**src/rtl/byte_serial_adder.sv**
```systemverilog
// Byte-serial adder: adds two NUM_BYTES-wide operands one byte pair per accepted beat, LSB first.
// Optional two's-complement overflow flag output enabled by defining BYTE_SERIAL_ADDER_OVF_EN.
module byte_serial_adder #(
  parameter int NUM_BYTES = 4
) (
  input  logic       clk,
  input  logic       rst_n,
  input  logic       start,
  input  logic       carry_in,
  input  logic [7:0] first_byte,
  input  logic [7:0] second_byte,
  input  logic       in_valid,
  output logic       in_ready,
  output logic [7:0] sum_bytes,
  output logic       sum_valid,
  output logic [3:0] sum_index,
  output logic       carry_out,
  output logic       done
`ifdef BYTE_SERIAL_ADDER_OVF_EN
  ,
  output logic       ovf_flag
`endif
);

  typedef enum logic [1:0] {
    IDLE,
    RUN,
    DONE
  } state_e;

  localparam logic [3:0] LAST_IDX = 4'(NUM_BYTES - 1);

  state_e     state_q, state_d;
  logic [3:0] cnt_q, cnt_d;
  logic       carry_q, carry_d;
  logic [7:0] sum_q, sum_d;
  logic       sum_valid_q, sum_valid_d;
  logic [3:0] sum_index_q, sum_index_d;
  logic       carry_out_q, carry_out_d;
`ifdef BYTE_SERIAL_ADDER_OVF_EN
  logic       ovf_q, ovf_d;
  logic       carry_into_msb;
`endif

  logic [8:0] add_res;

  assign add_res = {1'b0, first_byte} + {1'b0, second_byte} + {8'b0, carry_q};

`ifdef BYTE_SERIAL_ADDER_OVF_EN
  // Carry into bit 7 recovered from the sum bit and the two operand bits.
  assign carry_into_msb = first_byte[7] ^ second_byte[7] ^ add_res[7];
`endif

  always_comb begin
    // NOTE: every signal gets a default first so no path leaves it unassigned (no latch).
    state_d     = state_q;
    cnt_d       = cnt_q;
    carry_d     = carry_q;
    sum_d       = sum_q;
    sum_valid_d = 1'b0;
    sum_index_d = sum_index_q;
    carry_out_d = carry_out_q;
`ifdef BYTE_SERIAL_ADDER_OVF_EN
    ovf_d       = ovf_q;
`endif
    case (state_q)
      IDLE: begin
        if (start) begin
          state_d     = RUN;
          cnt_d       = '0;
          carry_d     = carry_in;
          carry_out_d = 1'b0;
`ifdef BYTE_SERIAL_ADDER_OVF_EN
          ovf_d       = 1'b0;
`endif
        end
      end
      RUN: begin
        if (in_valid) begin
          sum_d       = add_res[7:0];
          sum_valid_d = 1'b1;
          sum_index_d = cnt_q;
          carry_d     = add_res[8];
          if (cnt_q == LAST_IDX) begin
            state_d     = DONE;
            carry_out_d = add_res[8];
`ifdef BYTE_SERIAL_ADDER_OVF_EN
            ovf_d       = carry_into_msb ^ add_res[8];
`endif
          end else begin
            cnt_d = cnt_q + 4'd1;
          end
        end
      end
      DONE:    state_d = IDLE;
      default: state_d = IDLE;
    endcase
  end

  // NOTE: sequential state uses non-blocking assignments so all registers update together.
  always_ff @(posedge clk or negedge rst_n) begin
    if (!rst_n) begin
      state_q     <= IDLE;
      cnt_q       <= '0;
      carry_q     <= 1'b0;
      sum_q       <= 8'h00;
      sum_valid_q <= 1'b0;
      sum_index_q <= '0;
      carry_out_q <= 1'b0;
`ifdef BYTE_SERIAL_ADDER_OVF_EN
      ovf_q       <= 1'b0;
`endif
    end else begin
      state_q     <= state_d;
      cnt_q       <= cnt_d;
      carry_q     <= carry_d;
      sum_q       <= sum_d;
      sum_valid_q <= sum_valid_d;
      sum_index_q <= sum_index_d;
      carry_out_q <= carry_out_d;
`ifdef BYTE_SERIAL_ADDER_OVF_EN
      ovf_q       <= ovf_d;
`endif
    end
  end

  // The last sum beat is emitted during the single DONE cycle, so done aligns with it.
  assign in_ready  = (state_q == RUN);
  assign done      = (state_q == DONE);
  assign sum_bytes = sum_q;
  assign sum_valid = sum_valid_q;
  assign sum_index = sum_index_q;
  assign carry_out = carry_out_q;
`ifdef BYTE_SERIAL_ADDER_OVF_EN
  assign ovf_flag  = ovf_q;
`endif

endmodule

```
**config.mk**
```make
export PLATFORM = sky130hd
export DESIGN_NAME = byte_serial_adder
export DESIGN_NICKNAME = d
export VERILOG_FILES = /design/src/rtl/byte_serial_adder.sv
export SDC_FILE = /design/constraint.sdc
export NUM_CORES = 1
export LEC_CHECK = 0
export CAP_MARGIN = 10
export CELL_PAD_IN_SITES_DETAIL_PLACEMENT = 1
export CELL_PAD_IN_SITES_GLOBAL_PLACEMENT = 1
export CORE_ASPECT_RATIO = 1.4
export CORE_MARGIN = 2
export CORE_UTILIZATION = 28
export CTS_CLUSTER_SIZE = 40
export DETAILED_ROUTE_END_ITERATION = 7
export PLACE_DENSITY = 0.68
export REMOVE_ABC_BUFFERS = 1
export SYNTH_ARGS = -nofsm -noshare
export SYNTH_HDL_FRONTEND = slang
export SYNTH_SLANG_ARGS = --single-unit
```
**constraint.sdc**
```tcl
create_clock -name clk -period 1.8 [get_ports clk]
set_clock_uncertainty 0.15 [all_clocks]
set_input_delay 0.18 -clock clk [delete_from_list [all_inputs] [get_ports clk]]
set_output_delay 0.18 -clock clk [all_outputs]
set_load 0.05 [all_outputs]
```
* Word level (Yosys, flattened, before mapping)
Index checks and enable logic that the tools add are counted.
** Storage, ports and cells
- Register bits :: 21
- Output and inout bits :: 16
- Word-level logic and storage cells :: 41
** Operators by class
- Add/sub/neg operators :: 3
- Equal/unequal tests :: 7
- Reductions and logical operators :: 7
- Multiplexer cells :: 17
** Operators with widths (count)
- $mux 4 :: 3
- $add 8x8->9 :: 1
- $add 9x1->9 :: 1
- $pmux 4 s2 :: 1
- $reduce_and 4->1 :: 2
- $mux 1 :: 7
- $mux 2 :: 3
- $ne 2x2->1 const B :: 3
- $reduce_and 3->1 :: 2
- $add 4x1->4 const B :: 1
- $eq 4x2->1 const B :: 1
- $pmux 1 s2 :: 2
- $pmux 2 s2 :: 1
- $eq 2x1->1 const B :: 1
- $eq 2x2->1 const B :: 1
- $logic_not 2->1 :: 1
- $ne 2x1->1 const B :: 1
- $reduce_and 2->1 :: 1
- $reduce_bool 2->1 :: 1

* Logic depth before layout (Yosys ltp)
Gate-level depths: netlist of run 1.
- Depth after elaboration :: 5
- Gate-level depth with buffers :: 7
- Gate-level depth less buffers :: 7

* Least setup slack after synthesis of run 1
OpenSTA, ideal clock, no wires.
- Path kind :: register to register
- Start point :: reg carry_q
- End point :: reg sum_q[6] (netlist: sum_bytes[6])
- Data required time :: 1.555 ns
- Library setup time :: 0.095 ns
- Arrival time :: 1.720 ns
- Stages on the path, launching flop included :: 8
- Period minus slack after synthesis :: 1.965 ns
- Path slack :: -0.165 ns
- Cells stage by stage :: dfrtp_1 -> fa_1 -> inv_1 -> fa_1 -> nor2b_1 -> o31a_1 -> o21a_1 -> o31ai_1
** On the way
- Cells in the longest elaborated chain, start to end :: 1
** Ends and longest elaborated chain
- from (decl) :: line 35 : logic carry_q, carry_d;
- from (signal assigned) :: line 116 : carry_q <= carry_d;
- $add 9x1->9 :: line 47 : assign add_res = {1'b0, first_byte} + {1'b0, second_byte} + {8'b0, carry_q};
- to (signal assigned) :: line 117 : sum_q <= sum_d;
- to (decl) :: line 36 : logic [7:0] sum_q, sum_d;
Every way passes these cells.
A chain may end at the register's enable or synchronous reset.

* Final worst setup path of run 1
Same ends and word-level chain as after synthesis.

==> results of run 1 <==
## repair_timing
item | 4_1_cts | 5_1_grt
resized for setup | 2 | 9
buffers inserted | 1 | 0
gates cloned | 0 | 0
pin swaps | 2 | 1
endpoints found under the setup margin | 7 | 8
## worst max-delay path by stage
stage                    to          start
6_report       sum_bytes[6]        carry_q
5_1_grt        sum_bytes[7]        carry_q
4_1_cts        sum_bytes[6]        carry_q
3_5_place_dp   sum_bytes[6]  first_byte[0]
3_3_place_gp   sum_bytes[6]  first_byte[0]
2_1_floorplan  sum_bytes[6]        carry_q
## report_power, final
| group | internal (mW) | total (mW) | switching (mW) |
|---|---|---|---|
| Combinational | 0.666 | 1.64 | 0.972 |
| Sequential | 0.659 | 0.806 | 0.147 |
| Clock | 0.158 | 0.319 | 0.161 |
## area by class of cell
class                      count  area [um^2]
clock buffer                   4        45.04
tap                           62        77.57
fill                         515         2525
multi-input combinational     94        749.5
inverter                       8        30.03
timing repair buffer          58        510.5
sequential                    21        525.5
## metrics by stage
stage / cells / setup WS, ns / hold WS (ns)
floorplan: 123 / -0.1696 / -0.2656
global placement: 242 / -0.5338 / 0.3172
detailed placement: 242 / -0.6023 / 0.3304
CTS: 247 / -0.2656 / 0.1262
global route: 247 / -0.3689 / 0.1505
finish: 247 / -0.2560 / 0.1206
## cell families after synthesis
family,count (synthesis)
XOR/XNOR,2
flip-flops,21
buffers and inverters,11
AND/OR/NAND/NOR,38
multiplexers,7
adder cells (fa/ha/maj),10
AO/OA/AOI/OAI,37
## worst max-delay path, stage by stage, from the launching register on
cell and delay [ns]:
dfrtp_1 0.43, fa_2 0.37, inv_2 0.07, fa_2 0.23, nor2b_4 0.05, o31a_1 0.28
o21a_1 0.19, o31ai_1 0.20
## placed cells by master, fill, tap and decap left out, types with 2 or more instances in the layout
master	instances
a21o_1	4
a21oi_1	5
a22o_1	3
buf_12	2
buf_4	36
clkbuf_8	3
clkdlybuf4s50_1	20
dfrtp_1	21
fa_2	2
ha_1	8
inv_1	7
mux2_2	5
mux2i_1	2
nand2_1	12
nand3_1	3
nor2_1	4
nor2b_1	3
nor3_1	4
nor3b_1	3
o211ai_1	2
o21a_1	3
o21ai_0	6
o21ai_1	2
or2_2	2
or4_1	2
## sequential cells by signal (all words and copies together) (netlist names)
| name | flops |
|---|---|
| sum_bytes | 8 |
| cnt_q | 4 |
| sum_valid | 1 |
| carry_out | 1 |
| state_q | 2 |
| sum_index | 4 |
| carry_q | 1 |
## per-layer routing
| metal | wire, um | vias to the layer above | global-route usage |
|---|---|---|---|
| met5 | 0 | - | 0 |
| met4 | 49 | 0 | 0.04545 |
| met3 | 174 | 4 | 0.02311 |
| met2 | 2035 | 36 | 0.2824 |
| met1 | 1492 | 592 | 0.1657 |
| li1 | - | 574 | - |
==> results.py, run 1 <==
metrics = {
    "sta": {
        "drv_slew": 0,
        "fin_ws_ns": -0.2560,
        "setup_violations": 7,
        "maxSlewHeadroom": 0.7685,
        "fmaxAchievable_ghz": 0.4864,
        "rsz0062_at_grt": "true",
        "hold_viol_final": 0,
        "layout_worst_path_cycle_share": 1.142,
        "finalSetupTns_ns": -1.260,
        "period_minus_slack_ns": 2.056,
        "tightest_slew_ns": 0.3376,
    },
    "die": {
        "initial_core_util": 0.2879,
        "die_h_um": 84.16,
        "rows": 29,
        "die_w_um": 61.26,
        "core_area_um2": 4463,
        "dieArea_um2": 5155,
        "io_pins": 37,
    },
    "synth": {
        "yosysUniqueCellTypes": 39,
        "synth_edf_count": 0,
        "ys_seq_area_frac": 0.4090,
        "synth_compound_area_frac": 0.2055,
        "ys_seq_elements": 21,
        "synth_ff_type": "dfrtp_1",
        "synth_common_cells": "dfrtp_1 (21), nand2_1 (12), ha_1 (8), inv_1 (8), o21ai_0 (8)",
        "yosysWarnings": 0,
        "yosysMostFrequentCell": "dfrtp_1",
        "synth_area_um2": 1285,
        "postSynthAreaPerCell_um2": 10.20,
        "synthMuxAreaShare": 0.05940,
        "synth_top_area_frac": 0.4090,
        "async_flop_share": 1.000,
        "yosys.area_share.simple": 0.1626,
        "synthCells": 126,
        "yosys.area.top_type": "dfrtp_1",
        "synth_area_leaders": "dfrtp_1 (41%), ha_1 (7.8%), mux2_2 (4.4%), nand2_1 (3.5%), fa_1 (3.1%)",
        "synthAdderAreaFrac": 0.1091,
        "synth_top_family_by_area": "compound AO/OA/AOI/OAI gates",
        "synthXorXnorAreaFrac": 0.01363,
    },
    "clocking": {
        "insertion_delay_ns": 0.26,
        "hold_buffers": 0,
        "path_clk_slew_ns": 0.08,
        "htreeDepth": 1,
        "cts_buffers": 3,
        "cts_tree": "done",
        "numClockSinks": 21,
        "root_buffer": "clkbuf_8",
        "cts_buffer_depth": 2,
    },
    "route": {
        "wirelength_mm": 3.752,
        "drc": 0,
        "wire_per_inst_um": 15.19,
        "viasPerCell": 4.883,
        "detail-route-antenna-nets": 0,
        "drt_iter0_markers": 24,
        "dr.pass1.iters": 3,
        "num_vias": 1206,
    },
    "critical_path": {
        "r2r.worst_path.cells": 7,
        "r2r-end": "sum_bytes[6]",
        "crit_type": "reg -> reg",
        "endpoint_kind": "register",
        "r2r_start": "carry_q",
        "required_ns": 1.83,
        "start_kind": "register",
        "r2r_slack_ns": -0.26,
        "crit_arrival_ns": 2.08,
        "crit_fanout": 4,
    },
    "grt": {
        "grt_antenna_before_repair": 0,
        "grt_max_degree": 22,
        "grt_overflow": 0,
        "grt_pass1_wl_mm": 6.058,
        "grt_pass1_vias": 1413,
        "grt_use_total": 0.1513,
    },
    "cells_and_area": {
        "nNetsFinal": 217,
        "areaGrowthSynthToFinish_pct": 50.83,
        "fin_area_um2": 1938,
        "layout-drive-gt1-share": 0.3189,
        "finish.utilization": 0.4343,
        "antenna_cells": 0,
    },
    "place": {
        "port_buffers": 36,
        "dp_hpwl_mm": 2.977,
        "finalWeightedCongestion": 0.8640,
        "dpl-instance-area_um2": 1843,
    },
    "flow_run": {
        "maxCapViolations": 0,
    },
    "run_status": {
        "outcome": "complete, but fails checks",
        "violations": "negative setup slack",
    },
    "min_path": {
        "worst_hold_path_type": "in -> async",
    },
    "pwr": {
        "irDropWorstVdd_mv": 0.6987,
        "p_leak_nw": 0.9100,
        "power_density_nw_per_um2": 1426,
        "power_mw": 2.763,
    },
}
Power figures use the tool's default switching activity.
==> run 2, diff against run 1 <==
--- a/config.mk
+++ b/config.mk
@@ -10,10 +10,11 @@
 export CELL_PAD_IN_SITES_GLOBAL_PLACEMENT = 1
 export CORE_ASPECT_RATIO = 1.4
 export CORE_MARGIN = 2
-export CORE_UTILIZATION = 28
+export CORE_UTILIZATION = 32
 export CTS_CLUSTER_SIZE = 40
 export DETAILED_ROUTE_END_ITERATION = 7
-export PLACE_DENSITY = 0.68
+export MAX_ROUTING_LAYER = met4
+export PLACE_DENSITY = 0.76
 export REMOVE_ABC_BUFFERS = 1
 export SYNTH_ARGS = -nofsm -noshare
 export SYNTH_HDL_FRONTEND = slang
==> run 2 against run 1 <==
Compared with the run above:
- the flow still finishes with violations (negative setup slack)
- hold slack worse by 0.0034 ns
- combinational power increased by 4%
- via count up 3.8%
- routed wire length up 3.7%
- critical path depth shrank 1
- largest cell class unchanged
==> results.py, run 2 (synthesized netlist as in run 1, its figures left out) <==
metrics = {
    "run_status": {
        "outcome": "complete, but fails checks",
        "violations": "negative setup slack",
    },
    "grt": {
        "grt_pass1_wl_mm": 6.396,
        "use_met3": 0.02117,
        "use_met1": 0.1986,
        "grt_use_total": 0.1882,
        "grt_pass1_vias": 1403,
        "grt_overflow": 0,
        "grt_max_degree": 22,
        "busiest_layer": "met2",
        "use_met2": 0.3420,
        "grt_antenna_before_repair": 0,
    },
    "route": {
        "viasPerCell": 5.328,
        "wire_per_inst_um": 16.56,
        "dr.pass1.iters": 4,
        "wirelength_mm": 3.892,
        "drc": 0,
        "drt_iter0_markers": 13,
        "num_vias": 1252,
        "detail-route-antenna-nets": 0,
    },
    "sta": {
        "period_minus_slack_ns": 2.088,
        "setup_violations": 7,
        "layout_worst_path_cycle_share": 1.160,
        "finalSetupTns_ns": -1.347,
        "tightest_slew_ns": 0.3355,
        "hold_viol_final": 0,
        "drv_slew": 0,
        "rsz0062_at_grt": "true",
        "fin_ws_ns": -0.2884,
        "maxSlewHeadroom": 0.7740,
        "fmaxAchievable_ghz": 0.4788,
    },
    "clocking": {
        "numClockSinks": 21,
        "cts_buffer_depth": 2,
        "insertion_delay_ns": 0.27,
        "cts_tree": "done",
        "path_clk_slew_ns": 0.08,
        "hold_buffers": 0,
        "htreeDepth": 1,
        "cts_buffers": 3,
        "root_buffer": "clkbuf_8",
    },
    "critical_path": {
        "crit_fanout": 3,
        "r2r.worst_path.cells": 6,
        "path_delay_family": "compound AO/OA/AOI/OAI gates",
        "crit_arrival_ns": 2.09,
        "crit_buf_inv": 1,
        "crit_path_top_delay_cell": "dfrtp_1",
        "r2r_slack_ns": -0.29,
        "path_cells": "fa_2 -> buf_6 -> a211o_4 -> a2111oi_4 -> or4_1 -> nand3_1",
        "endpoint_kind": "register",
        "start_kind": "register",
        "critPathMaxStageDelay_ns": 0.43,
        "crit_type": "reg -> reg",
        "r2r-end": "sum_bytes[7]",
        "required_ns": 1.80,
        "r2r_start": "carry_q",
    },
    "die": {
        "die_h_um": 78.98,
        "core_area_um2": 3885,
        "initial_core_util": 0.3308,
        "dieArea_um2": 4546,
        "io_pins": 37,
        "rows": 27,
        "die_w_um": 57.56,
    },
    "cells_and_area": {
        "fin_area_um2": 1981,
        "areaGrowthSynthToFinish_pct": 54.14,
        "antenna_cells": 0,
        "largest_reg_flops": 8,
        "layout-drive-gt1-share": 0.3594,
        "mostFrequentLayoutCells": "buf_4 (42), dfrtp_1 (20), clkdlybuf4s50_1 (20)",
        "finish.utilization": 0.5098,
        "mostFrequentLayoutCell": "buf_4",
        "nNetsFinal": 224,
    },
    "min_path": {
        "worst_hold_path_type": "in -> async",
    },
    "flow_run": {
        "maxCapViolations": 0,
    },
    "pwr": {
        "power_density_nw_per_um2": 1433,
        "power_mw": 2.839,
        "irDropWorstVdd_mv": 0.8688,
        "p_leak_nw": 0.9459,
    },
    "place": {
        "port_buffers": 36,
        "finalWeightedCongestion": 0.8536,
        "dpl-instance-area_um2": 1849,
        "dp_hpwl_mm": 3.044,
    },
}
==> run 2: cell count changes in the layout (fill, tap and decap cells not counted), sizes merged <==
| cell | delta |
|---|---|
| buf | +7 |
| clkbuf | -1 |
| clkinv | +1 |
==> run 2: worst max path at each step <==
stage	cells after the start	slack [ns]	end	start
final	6	-0.29	sum_bytes[7]	carry_q
after CTS	7	-0.29	sum_bytes[6]	carry_q
after floorplan	7	-0.17	sum_bytes[6]	carry_q
after global routing	6	-0.36	sum_bytes[7]	carry_q
after detailed placement	7	-0.56	sum_bytes[7]	first_byte[0]
after global placement	7	-0.51	sum_bytes[7]	first_byte[0]
==> run 2: repair_timing <==
item                       4_1_cts  5_1_grt
pin swaps                        8       12
setup buffers                    0        4
gates resized for setup          6        9
setup endpoints to repair        7       11
==> run 2: power breakdown <==
part           internal (mW)  switching [mW]  leakage, nW
Combinational          0.713           0.989        0.657
Sequential             0.661           0.149        0.264
Clock                  0.155           0.171       0.0255
Total                   1.53            1.31        0.946
==> run 2: cell type report <==
type / instances / area, um^2
Fill cell: 438 / 1904
Sequential cell: 21 / 526.8
Inverter: 8 / 30.03
Clock inverter: 1 / 5.005
Timing Repair Buffer: 65 / 566.8
Tap cell: 43 / 53.80
Multi-Input combinational cell: 94 / 757.0
Clock buffer: 3 / 41.29
==> run 2: through the flow <==
stage,hold WS (ns),instances,worst slack [ns]
after floorplan,-0.2656,123,-0.1696
after detailed placement,0.3207,227,-0.5593
after CTS,0.1191,231,-0.2919
final,0.1172,235,-0.2884
after global placement,0.3105,227,-0.5129
after global routing,0.1281,235,-0.3646
==> run 2: per-layer routing <==
metal / wire length [um] / vias to the layer above
met2: 2174 / 32
met3: 137 / 8
met1: 1495 / 622
li1: - / 590
met5: 0 / -
met4: 83 / 0
